==> src/rtl/loader_pkg.sv <==
// Shared definitions for the instruction-memory loader: FSM state encoding,
// stream framing constants and a state decode helper.
package loader_pkg;

  localparam int LOADER_BYTES_PER_WORD = 4;
  localparam int LOADER_HDR_BYTES      = 2;
  localparam int LOADER_WORD_W         = 8 * LOADER_BYTES_PER_WORD;
  localparam int LOADER_IDX_W          = $clog2(LOADER_BYTES_PER_WORD);

  typedef enum logic [2:0] {
    ST_IDLE   = 3'd0,
    ST_HDR_HI = 3'd1,
    ST_HDR_LO = 3'd2,
    ST_CHECK  = 3'd3,
    ST_BYTES  = 3'd4,
    ST_WRITE  = 3'd5,
    ST_START  = 3'd6
  } loader_state_e;

  // States in which the loader offers byte_ready to the host.
  function automatic logic accepts_bytes(input loader_state_e s);
    return (s == ST_HDR_HI) || (s == ST_HDR_LO) || (s == ST_BYTES);
  endfunction

endpackage

==> src/rtl/byte_word_assembler.sv <==
// Big-endian byte-to-word shifter: the first accepted byte ends up in the
// most significant lane, and word_valid_o flags the byte that completes a word.
module byte_word_assembler
  import loader_pkg::*;
(
  input  logic                     clk,
  input  logic                     rst,
  input  logic                     clr_i,
  input  logic                     byte_en_i,
  input  logic [7:0]               byte_i,
  output logic [LOADER_WORD_W-1:0] word_o,
  output logic                     word_valid_o
);

  localparam logic [LOADER_IDX_W-1:0] LAST_IDX = LOADER_IDX_W'(LOADER_BYTES_PER_WORD - 1);

  // Only the three leading bytes need storage; the fourth is taken live.
  logic [LOADER_WORD_W-9:0] word_q;
  logic [LOADER_IDX_W-1:0]  idx_q;

  assign word_o       = {word_q, byte_i};
  assign word_valid_o = byte_en_i && !clr_i && (idx_q == LAST_IDX);

  always_ff @(posedge clk or negedge rst) begin
    if (!rst) begin
      word_q <= '0;
      idx_q  <= '0;
    end else if (clr_i) begin
      word_q <= '0;
      idx_q  <= '0;
    end else if (byte_en_i) begin
      word_q <= word_o[LOADER_WORD_W-9:0];
      idx_q  <= idx_q + 1'b1;
    end
  end

endmodule

==> src/rtl/imem_loader.sv <==
// Streams a length-prefixed big-endian program into instruction memory over
// its external write port, then pulses start to release the CPU.
module imem_loader
  import loader_pkg::*;
#(
  parameter int                ADDR_W    = 16,
  parameter int                DATA_W    = 32,
  parameter logic [ADDR_W-1:0] BASE_ADDR = '0
) (
  input  logic              clk,
  input  logic              rst,
  input  logic              load_req,
  input  logic              abort,
  input  logic              byte_valid,
  input  logic [7:0]        byte_data,
  output logic              byte_ready,
  output logic              I_MEM_Write_Enable,
  output logic [DATA_W-1:0] I_MEM_Data_In,
  output logic [ADDR_W-1:0] I_MEM_Write_Addr,
  output logic              start,
  output logic              busy,
  output logic              done,
  output logic              error
);

  localparam int              HDR_W     = 8 * LOADER_HDR_BYTES;
  localparam logic [ADDR_W:0] ADDR_SPAN = {1'b1, {ADDR_W{1'b0}}};

  loader_state_e state_q, state_d;

  logic [ADDR_W-1:0] addr_q;
  logic [HDR_W-1:0]  count_q;
  logic [7:0]        hdr_hi_q;
  logic [DATA_W-1:0] wdata_q;
  logic [ADDR_W-1:0] waddr_q;
  logic              we_q;
  logic              start_q;
  logic              busy_q;
  logic              ready_q;
  logic              done_q;
  logic              error_q;

  logic                     xfer;
  logic                     asm_clr;
  logic                     asm_en;
  logic                     word_valid;
  logic [LOADER_WORD_W-1:0] asm_word;
  logic [ADDR_W:0]          end_addr;
  logic                     overflow;

  assign xfer     = byte_valid & ready_q;
  assign asm_clr  = abort | (load_req & (state_q == ST_IDLE));
  assign asm_en   = xfer & (state_q == ST_BYTES);
  // One bit wider than the address so BASE_ADDR+N == 2^ADDR_W is still legal.
  assign end_addr = {1'b0, BASE_ADDR} + (ADDR_W + 1)'(count_q);
  assign overflow = end_addr > ADDR_SPAN;

  byte_word_assembler u_asm (
    .clk          (clk),
    .rst          (rst),
    .clr_i        (asm_clr),
    .byte_en_i    (asm_en),
    .byte_i       (byte_data),
    .word_o       (asm_word),
    .word_valid_o (word_valid)
  );

  always_comb begin
    state_d = state_q;
    if (abort) begin
      state_d = ST_IDLE;
    end else begin
      case (state_q)
        ST_IDLE:   if (load_req) state_d = ST_HDR_HI;
        ST_HDR_HI: if (xfer) state_d = ST_HDR_LO;
        ST_HDR_LO: if (xfer) state_d = ST_CHECK;
        ST_CHECK: begin
          if (overflow)           state_d = ST_IDLE;
          else if (count_q == '0) state_d = ST_START;
          else                    state_d = ST_BYTES;
        end
        ST_BYTES:  if (word_valid) state_d = ST_WRITE;
        ST_WRITE:  state_d = (count_q == HDR_W'(1)) ? ST_START : ST_BYTES;
        ST_START:  state_d = ST_IDLE;
        default:   state_d = ST_IDLE;
      endcase
    end
  end

  always_ff @(posedge clk or negedge rst) begin
    if (!rst) begin
      state_q  <= ST_IDLE;
      addr_q   <= '0;
      count_q  <= '0;
      hdr_hi_q <= '0;
      wdata_q  <= '0;
      waddr_q  <= '0;
      we_q     <= 1'b0;
      start_q  <= 1'b0;
      busy_q   <= 1'b0;
      ready_q  <= 1'b0;
      done_q   <= 1'b0;
      error_q  <= 1'b0;
    end else begin
      state_q <= state_d;
      ready_q <= accepts_bytes(state_d);
      busy_q  <= (state_d != ST_IDLE);
      we_q    <= (state_d == ST_WRITE);
      start_q <= (state_d == ST_START);

      // The write port is loaded only on the way into WRITE and holds otherwise.
      if (state_d == ST_WRITE) begin
        wdata_q <= DATA_W'(asm_word);
        waddr_q <= addr_q;
      end

      if (!abort) begin
        case (state_q)
          ST_IDLE: begin
            if (load_req) begin
              done_q  <= 1'b0;
              error_q <= 1'b0;
              addr_q  <= BASE_ADDR;
            end
          end
          ST_HDR_HI: if (xfer) hdr_hi_q <= byte_data;
          ST_HDR_LO: if (xfer) count_q <= {hdr_hi_q, byte_data};
          ST_CHECK:  if (overflow) error_q <= 1'b1;
          ST_WRITE: begin
            addr_q  <= addr_q + 1'b1;
            count_q <= count_q - 1'b1;
          end
          ST_START:  done_q <= 1'b1;
          default: ;
        endcase
      end
    end
  end

  assign byte_ready         = ready_q;
  assign I_MEM_Write_Enable = we_q;
  assign I_MEM_Data_In      = wdata_q;
  assign I_MEM_Write_Addr   = waddr_q;
  assign start              = start_q;
  assign busy               = busy_q;
  assign done               = done_q;
  assign error              = error_q;

endmodule

==> config.mk <==
export PLATFORM = sky130hd
export DESIGN_NAME = imem_loader
export DESIGN_NICKNAME = d
export VERILOG_FILES = /design/src/rtl/loader_pkg.sv /design/src/rtl/byte_word_assembler.sv /design/src/rtl/imem_loader.sv
export SDC_FILE = /design/constraint.sdc
export NUM_CORES = 1
export LEC_CHECK = 0
export CAP_MARGIN = 20
export CORE_ASPECT_RATIO = 0.8
export CORE_MARGIN = 1
export CORE_UTILIZATION = 25
export DETAILED_ROUTE_END_ITERATION = 10
export DONT_BUFFER_PORTS = 1
export GPL_ROUTABILITY_DRIVEN = 0
export GPL_TIMING_DRIVEN = 1
export PLACE_DENSITY = 0.43
export RECOVER_POWER = 50
export SYNTH_ARGS = -nofsm -noshare
export SYNTH_HDL_FRONTEND = slang
export SYNTH_SLANG_ARGS = --single-unit
==> constraint.sdc <==
create_clock -name clk -period 4.1 [get_ports clk]
set_clock_uncertainty 0.15 [all_clocks]
set_input_delay 0.82 -clock clk [delete_from_list [all_inputs] [get_ports clk]]
set_output_delay 0.82 -clock clk [all_outputs]
set_load 0.1 [all_outputs]
# After elaboration in Yosys (flattened, before gate mapping)
# Index checks and enable logic that the tools add are counted.
totals:
  regBits: 123
  latchBits: 0
  mem_bits_rw: 0
  romBits: 0
  in_bits: 13
  out_inout_bits: 54
  elab_cells: 78
  mem_count: 0
op_classes:
  add_sub_neg: 3
  n_mul: 0
  div: 0
  magnitude_cmp: 1
  n_eq_ne: 16
  n_shift: 0
  muxes: 21
  bitwise: 5
  reduce_logical: 18
op_table:
  columns: ["op", "count"]
  rows:
  - ["$pmux 16 s2", 2]
  - ["$mux 24", 2]
  - ["$mux 16", 2]
  - ["$eq 3x3->1 const B", 6]
  - ["$mux 3", 6]
  - ["$pmux 3 s6", 1]
  - ["$gt 16x17->1 const B", 1]
  - ["$add 16x1->16 const B", 1]
  - ["$eq 16x1->1 const B", 1]
  - ["$logic_not 16->1", 1]
  - ["$sub 16x1->16 const B", 1]
  - ["$reduce_and 3->1", 4]
  - ["$reduce_bool 2->1", 5]
  - ["$eq 3x2->1 const B", 3]
  - ["$mux 2", 4]
  - ["$eq 3x1->1 const B", 2]
  - ["$ne 2x2->1 const B", 3]
  - ["$pmux 1 s2", 2]
  - ["$reduce_and 4->1", 1]
  - ["$and 1x1->1", 3]
  - ["$logic_not 3->1", 1]
  - ["$reduce_bool 3->1", 1]
  - ["$add 2x1->2 const B", 1]
  - ["$eq 2x2->1 const B", 1]
  - ["6 further kinds", 9]

# Longest topological paths before layout
# Gate-level depths: netlist (run 1).
depth:
  word_depth: 12
  ltp_mapped: 7

# Modules after synthesis
# A second synthesis (run 1) with hierarchy kept.
hier_totals:
  hier_cells: 548
  area_unflattened_um2: 5591.6
by_module_without_submodules:
  columns: ["module", "instances", "cells_per_inst", "area_per_inst_um2"]
  rows:
  - ["imem_loader", 1, 453, 4435.5]
  - ["byte_word_assembler", 1, 95, 1156.1]

# Worst setup path after synthesis (run 1)
# No wires, ideal clock.
synth_path:
  kind: "reg-to-reg"
  start: "reg ready_q (netlist: byte_ready)"
  end: "reg wdata_q[22] (netlist: I_MEM_Data_In[22])"
  setup_time_ns: 0.125
  arrival_ns: 2.496
  required_time_ns: 3.825
  setup_slack_ns: 1.328
  path_stages_with_launch: 8
  path_buffers: 3
  cell_sequence: "dfrtp_1 > nand2_2 > nor4_4 > and2_1 > buf_2 > buf_6 > buf_4 > mux2_2"
synth_via:
  elab_chain_cells: 8
  word_cells_on_any_way: 10
synth_rtl:
  columns: ["item", "line", "rtl"]
  rows:
  - ["start: declaration", "imem_loader.sv:39", "logic ready_q;"]
  - ["start signal: assignment", "imem_loader.sv:106", "ready_q <= accepts_bytes(state_d);"]
  - ["$and 1x1->1 *", "imem_loader.sv:51", "assign xfer = byte_valid & ready_q;"]
  - ["$and 1x1->1", "imem_loader.sv:53", "assign asm_en = xfer & (state_q == ST_BYTES);"]
  - ["$logic_and 1x1->1 (2 in a row)", "byte_word_assembler.sv:22", "assign word_valid_o = byte_en_i && !clr_i && (idx_q == LAST_IDX);"]
  - ["$mux 3", "imem_loader.sv:82", "ST_BYTES: if (word_valid) state_d = ST_WRITE;"]
  - ["$pmux 3 s6 *", "imem_loader.sv:73", "case (state_q)"]
  - ["$mux 3 *", "imem_loader.sv:70", "if (abort) begin"]
  - ["$eq 3x3->1 *", "imem_loader.sv:112", "if (state_d == ST_WRITE) begin"]
  - ["end signal: assignment", "imem_loader.sv:113", "wdata_q <= DATA_W'(asm_word);"]
  - ["end: declaration", "imem_loader.sv:34", "logic [DATA_W-1:0] wdata_q;"]
# Every way passes the cells marked *; elsewhere a longest branch is shown, timed or not.
# A chain may end at the register's enable or synchronous reset.

# Final worst setup path (run 1)
layout_path:
  start: "reg ready_q (netlist: byte_ready)"
  end: "reg wdata_q[2] (netlist: I_MEM_Data_In[2])"
# The elaborated chain is that of the path after synthesis.

==> results.py, run 1 <==
metrics = {
    "outcome": {
        "status": "completed",
    },
    "setup_path": {
        "cp-start-kind": "flop",
        "crit_slowest_cell": "buf_4",
        "slowest_delay_ps": 570,
        "cp_cell_sequence": "buf_4 > nand2_1 > nor4_1 > and2_0 > buf_4 > mux2_2",
        "cp_max_fo": 43,
        "end_kind": "flop",
        "required_ps": 4250,
        "critical_path_class": "flop to flop",
        "crit_buf_inv": 2,
        "reg2reg_depth": 6,
        "cp.depth": 6,
        "crit_top_cell": "buf_4",
        "cp.arrival_ps": 3170,
        "cp_top_family": "simple AND/OR/NAND/NOR gates",
    },
    "clock_tree": {
        "cts-root-buf": "clkbuf_16",
        "numCtsBuffers": 17,
        "clkLatencyLatePin_ps": 420,
        "cts_sinks": 123,
        "cts_setup_buffers": 0,
        "cts_tree": "done",
        "path_clk_slew_ps": 60,
        "htree_levels": 4,
        "clk_path_buf_depth": 2,
    },
    "floorplanning": {
        "fp.dieW_um": 165,
        "die_h_um": 132,
        "initial_core_util_pct": 25.6,
        "core_um2": 20800,
        "num_rows": 47,
        "dieArea_um2": 21900,
        "io_pins": 67,
    },
    "global_routing": {
        "antenna_found_initial": 0,
        "grt_pass1_vias": 3538,
        "grt_pass1_wl_um": 20400,
        "overflow": 0,
        "grt_max_degree": 124,
        "grt_usage_pct": 12.5,
    },
    "route": {
        "dr.pass1.iters": 4,
        "vias": 3461,
        "routedWlPerCell_um": 18.0,
        "drt-total-wl_um": 12900,
        "ant_nets": 0,
        "initialDrtViolationCount": 177,
        "drt-vias-per-instance": 4.82,
        "drc": 0,
    },
    "sta": {
        "finalSetupViolCount": 0,
        "rsz0062_at_grt": "no",
        "max_slew_margin_pct": 11.7,
        "finalHoldViolCount": 0,
        "tns_ps": 0,
        "hold_slack_ps": 176,
        "slew_viol_final": 0,
        "worst_pin_slew_ps": 1320,
        "finalCriticalPeriod_ps": 3020,
        "fin_crit_sh_pct": 73.7,
        "fmaxAchievable_ghz": 0.331,
    },
    "pwr": {
        "p_int_mw": 2.22,
        "power_leakage_nw": 2.77,
        "pwr-share-comb_pct": 9.0,
        "switching_share_pct": 26.3,
        "p_switching_mw": 0.794,
        "clkPwrFrac_pct": 45.1,
        "ir_drop_uv": 234,
        "power.density_nw_per_um2": 491,
        "seqPwrFrac_pct": 45.9,
    },
    "yosys": {
        "ys.flop_type": "dfrtp_1",
        "ys_seq_area_share_pct": 57.9,
        "synth-seq-cells": 123,
        "async_flop_share_pct": 100,
        "syn_avg_cell_area_um2": 12.2,
        "synth_cells": 434,
        "synth_area_um2": 5320,
        "synth_fp_nets": 452,
        "synth_edf_count": 0,
        "yosysWarnings": 0,
        "ys_types": 53,
    },
    "layout": {
        "diodes": 0,
        "stdcell_area_um2": 6140,
        "fill_cells": 2093,
        "utilization_pct": 29.6,
        "instances_no_fill": 718,
        "nets": 456,
        "drive_gt1_share_pct": 21.6,
        "area_delta_synth_final_pct": 15.5,
    },
    "placed_design": {
        "portBuffers": 0,
        "placedCellCount": 687,
        "dpl_cell_area_um2": 5600,
        "place_hpwl_um": 8470,
    },
    "run": {
        "cap_violations": 0,
    },
    "hold_path": {
        "holdCritPathClass": "input pin to async pin",
    },
}
worst reg2reg max path, delay by kind of cell (launching register included):
family | cells | cell delay (ps)
buffers and inverters | 2 | 880
DFF | 1 | 320
muxes | 1 | 470
and+or+nand+nor | 3 | 1090
per-layer routing:
metal / track usage (%) / share of wire, %
met1: 17.3 / 50
met2: 17.1 / 43
met3: 5.49 / 6.8
met4: 4.08 / 0.80
met5: 0 / 0
power groups by stage:
stage	combinational, mW	clock [mW]	sequential [mW]
4_1_cts	0.276	1.40	1.38
5_1_grt	0.304	1.46	1.39
2_1_floorplan	0.199	0	1.39
3_5_place_dp	0.246	0	1.41
3_3_place_gp	0.238	0	1.40
6_report	0.270	1.36	1.38
metrics by stage:
step / power [mW] / setup slack, ps
3_5_place_dp: 1.65 / 1330
5_1_grt: 3.16 / 919
2_1_floorplan: 1.59 / 1330
4_1_cts: 3.06 / 1320
3_3_place_gp: 1.64 / 1410
6_report: 3.01 / 1080
cells in the mapped netlist (6+ instances only):
cell | count | area, um^2
buf_2 | 8 | 40.0
a22o_1 | 27 | 236
dfrtp_1 | 123 | 3080
inv_1 | 7 | 26.3
nor4_1 | 7 | 43.8
nand2_1 | 15 | 56.3
xnor2_1 | 9 | 78.8
mux2_2 | 56 | 631
a31oi_1 | 6 | 37.5
nand3_1 | 8 | 40.0
nor2_1 | 35 | 131
nor3_1 | 8 | 40.0
o21ai_0 | 11 | 55.1
clkbuf_1 | 11 | 41.3
a21oi_1 | 17 | 85.1
kinds of logic (layout without fill, tap and decap cells):
group                    after synthesis  in the layout  share of synthesized area (%)
AO/OA/AOI/OAI                         92             92                           12.0
XOR/XNOR                              12             12                           1.98
adder cells (fa/ha/maj)                5              5                           1.18
buffers and inverters                 29             44                           2.59
flip-flops                           123            123                           57.9
multiplexers                          61             61                           12.9
AND/OR/NAND/NOR                      112            112                           11.5
placed cells by master (no fill, tap or decap), types with 4 or more instances in the layout:
cell and n:
dfrtp_1 123, mux2_2 55, nor2_1 35, a22o_1 27, clkbuf_16 17, nand2_1 16
a21oi_1 16, o21ai_0 11, xnor2_1 9, nor4_1 8, nand3_1 8, nor3_1 8
inv_1 7, a31oi_1 6, nand2b_1 5, o22ai_1 5, o21ai_1 5, a21o_1 5
ha_1 5, or4_1 4, mux2_1 4, clkinvlp_4 4, buf_4 4
sequential cells by signal, summed over array words and instances (netlist names):
name	cells
I_MEM_Data_In	32
u_asm.word_q	24
I_MEM_Write_Addr	16
addr_q	16
count_q	16
hdr_hi_q	8
state_q	3
u_asm.idx_q	2
I_MEM_Write_Enable	1
busy	1
byte_ready	1
done	1
error	1
start	1
layout make-up:
class	count	area, um^2	area share (%)
clock buffer	20	467	7.60
inverter	7	26.3	0.428
clock inverter	10	71.3	1.16
timing repair buffer	7	76.3	1.24
sequential	123	3080	50.1
tap	269	337	5.48
multi-input combinational	282	2090	34.0
path summary, 6_finish.rpt:
kind | start | endpoint | slack [ps]
worst max-delay path | byte_ready$_DFF_PN0_ | I_MEM_Data_In[2]$_DFFE_PN0P_ | 1080
worst min-delay path | rst | I_MEM_Write_Addr[14]$_DFFE_PN0P_ | 180
worst max register to register | byte_ready$_DFF_PN0_ | I_MEM_Data_In[2]$_DFFE_PN0P_ | 1080
worst min register to register | u_asm.word_q[17]$_DFFE_PN0P_ | u_asm.word_q[17]$_DFFE_PN0P_ | 350
max in group asynchronous | rst | hdr_hi_q[5]$_DFFE_PN0P_ | 3080
min in group clk | abort | start$_DFF_PN0_ | 320
timing repair:
item | CTS | global route
gates resized for setup | 0 | 0
endpoints found under the hold margin | 123 | 0
hold buffers | 1 | 0
Power figures use the tool's default switching activity.
==> run 2: changes to the inputs <==
==> constraint.sdc (replaced) <==
create_clock -name clk -period 2.8 [get_ports clk]
set_clock_uncertainty 0.15 [all_clocks]
set_input_delay 0.56 -clock clk [delete_from_list [all_inputs] [get_ports clk]]
set_output_delay 0.56 -clock clk [all_outputs]
set_load 0.1 [all_outputs]
==> results.py, run 2 (synthesis gave the netlist of run 1 again) <==
metrics = {
    "layout": {
        "largest_reg_flops": 32,
        "layout_commonest_cell": "dfrtp_1",
        "fill_cells": 2087,
        "final_cell_mix": "dfrtp_1, mux2_2, nor2_1",
        "stdcell_area_um2": 6230,
        "drive_gt1_share_pct": 22.5,
        "nets": 459,
        "area_delta_synth_final_pct": 17.2,
    },
    "floorplanning": {
        "core_um2": 20800,
        "die_h_um": 132,
        "initial_core_util_pct": 25.6,
        "dieArea_um2": 21900,
        "io_pins": 67,
        "num_rows": 47,
        "fp.dieW_um": 165,
    },
    "sta": {
        "fmaxAchievable_ghz": 0.410,
        "finalSetupViolCount": 0,
        "rsz0062_at_grt": "no",
        "worst_pin_slew_ps": 1170,
        "max_slew_margin_pct": 22.2,
        "finalHoldViolCount": 123,
        "fin_crit_sh_pct": 87.2,
        "slew_viol_final": 0,
        "tns_ps": 0,
        "finalCriticalPeriod_ps": 2440,
        "hold_slack_ps": -304,
    },
    "route": {
        "ant_nets": 0,
        "drt-total-wl_um": 12800,
        "initialDrtViolationCount": 279,
        "vias": 3463,
        "routedWlPerCell_um": 17.7,
        "drc": 0,
        "drt-vias-per-instance": 4.78,
        "dr.pass1.iters": 4,
    },
    "pwr": {
        "switching_share_pct": 24.5,
        "pwr-share-comb_pct": 7.6,
        "seqPwrFrac_pct": 43.5,
        "power.density_nw_per_um2": 749,
        "ir_drop_uv": 355,
        "p_switching_mw": 1.14,
        "p_int_mw": 3.52,
        "power_leakage_nw": 2.81,
        "clkPwrFrac_pct": 48.9,
    },
    "clock_tree": {
        "htree_levels": 4,
        "cts_sinks": 123,
        "cts_tree": "done",
        "cts-root-buf": "clkbuf_16",
        "clkLatencyLatePin_ps": 410,
        "clk_path_buf_depth": 2,
        "path_clk_slew_ps": 60,
        "numCtsBuffers": 17,
    },
    "setup_path": {
        "end_kind": "flop",
        "crit_buf_inv": 0,
        "crit_slowest_cell": "dfrtp_1",
        "cp_cell_sequence": "nand2b_1 > o31ai_1 > and2b_1 > o21ai_0 > a22o_1",
        "cp.arrival_ps": 2590,
        "r2r-end": "count_q[4]$_DFFE_PN0P_",
        "r2r_slack_ps": 360,
        "timing.rr.start": "state_q[1]$_DFF_PN0_",
        "cp.depth": 5,
        "cp_max_fo": 16,
        "cp_top_family": "compound AO/OA/AOI/OAI gates",
        "critical_path_class": "flop to flop",
        "cp-start-kind": "flop",
        "required_ps": 2950,
        "reg2reg_depth": 5,
        "slowest_delay_ps": 630,
    },
    "placed_design": {
        "place_hpwl_um": 8400,
        "dpl_cell_area_um2": 5630,
        "portBuffers": 0,
    },
    "run": {
        "cap_violations": 0,
    },
    "global_routing": {
        "antenna_found_initial": 0,
        "overflow": 0,
        "grt_pass1_vias": 3490,
        "grt_usage_pct": 12.6,
        "grt_pass1_wl_um": 20700,
        "grt_max_degree": 124,
    },
    "outcome": {
        "status": "finished with violations",
        "violations": "hold timing",
    },
    "hold_path": {
        "holdCritPathClass": "input pin to async pin",
    },
}
-- run 2: changes by cell type in the layout (fill, tap and decap cells not counted), moves of 2 or more --
cell / before / now
clkinv_4: 3 / 0
and2_0: 2 / 0
bufinv_16: 0 / 3
clkbuf_1: 1 / 4
clkbuf_2: 0 / 2
-- run 2: metal layers --
metal / part of all wire (%) / wire [um] / track usage, %
met5: 0 / 0 / 0
met4: 0.78 / 100 / 3.57
met3: 6.0 / 764 / 5.11
met2: 43 / 5520 / 17.1
met1: 50 / 6400 / 18.1
-- run 2: cell type report --
type | count | area, um^2 | area share, %
diodes | 1 | 2.50 | 0.0402
repair buffers | 10 | 71.3 | 1.14
clock buffers | 21 | 470 | 7.55
well taps | 269 | 337 | 5.40
multi-input cells | 282 | 2110 | 33.8
inverters | 7 | 26.3 | 0.422
flip-flops and latches | 123 | 3080 | 49.4
clock inverters | 11 | 141 | 2.27
-- run 2: worst max path at each step --
stage                            from                       endpoint  slack (ps)
2_1_floorplan    byte_ready$_DFF_PN0_  I_MEM_Data_In[22]$_DFFE_PN0P_          30
3_3_place_gp   count_q[4]$_DFFE_PN0P_        count_q[13]$_DFFE_PN0P_         500
3_5_place_dp     state_q[1]$_DFF_PN0_         count_q[4]$_DFFE_PN0P_         450
4_1_cts          state_q[1]$_DFF_PN0_         count_q[4]$_DFFE_PN0P_         440
5_1_grt          state_q[1]$_DFF_PN0_         count_q[4]$_DFFE_PN0P_         230
6_report         state_q[1]$_DFF_PN0_         count_q[4]$_DFFE_PN0P_         360
-- run 2: timing repair --
item,CTS,global route
resized for setup,0,0
buffers inserted,0,0
hold endpoints to repair,123,123
-- run 2: power by group through the flow --
stage                     clock network [mW]  registers [mW]  logic (mW)
after CTS                               2.35            2.03       0.360
after global routing                    2.44            2.05       0.401
after floorplan                            0            2.03       0.292
after detailed placement                   0            2.06       0.360
final                                   2.28            2.03       0.356
after global placement                     0            2.05       0.358
-- run 2: metrics by stage --
stage / power (mW) / setup WS [ps] / utilization, % / std cells
after floorplan: 2.33 / 28.1 / - / 434
after global routing: 4.89 / 225 / 30.0 / 723
final: 4.67 / 358 / 30.0 / 724
after global placement: 2.41 / 503 / 27.1 / 691
after CTS: 4.74 / 436 / 30.1 / 723
after detailed placement: 2.42 / 446 / 27.1 / 691
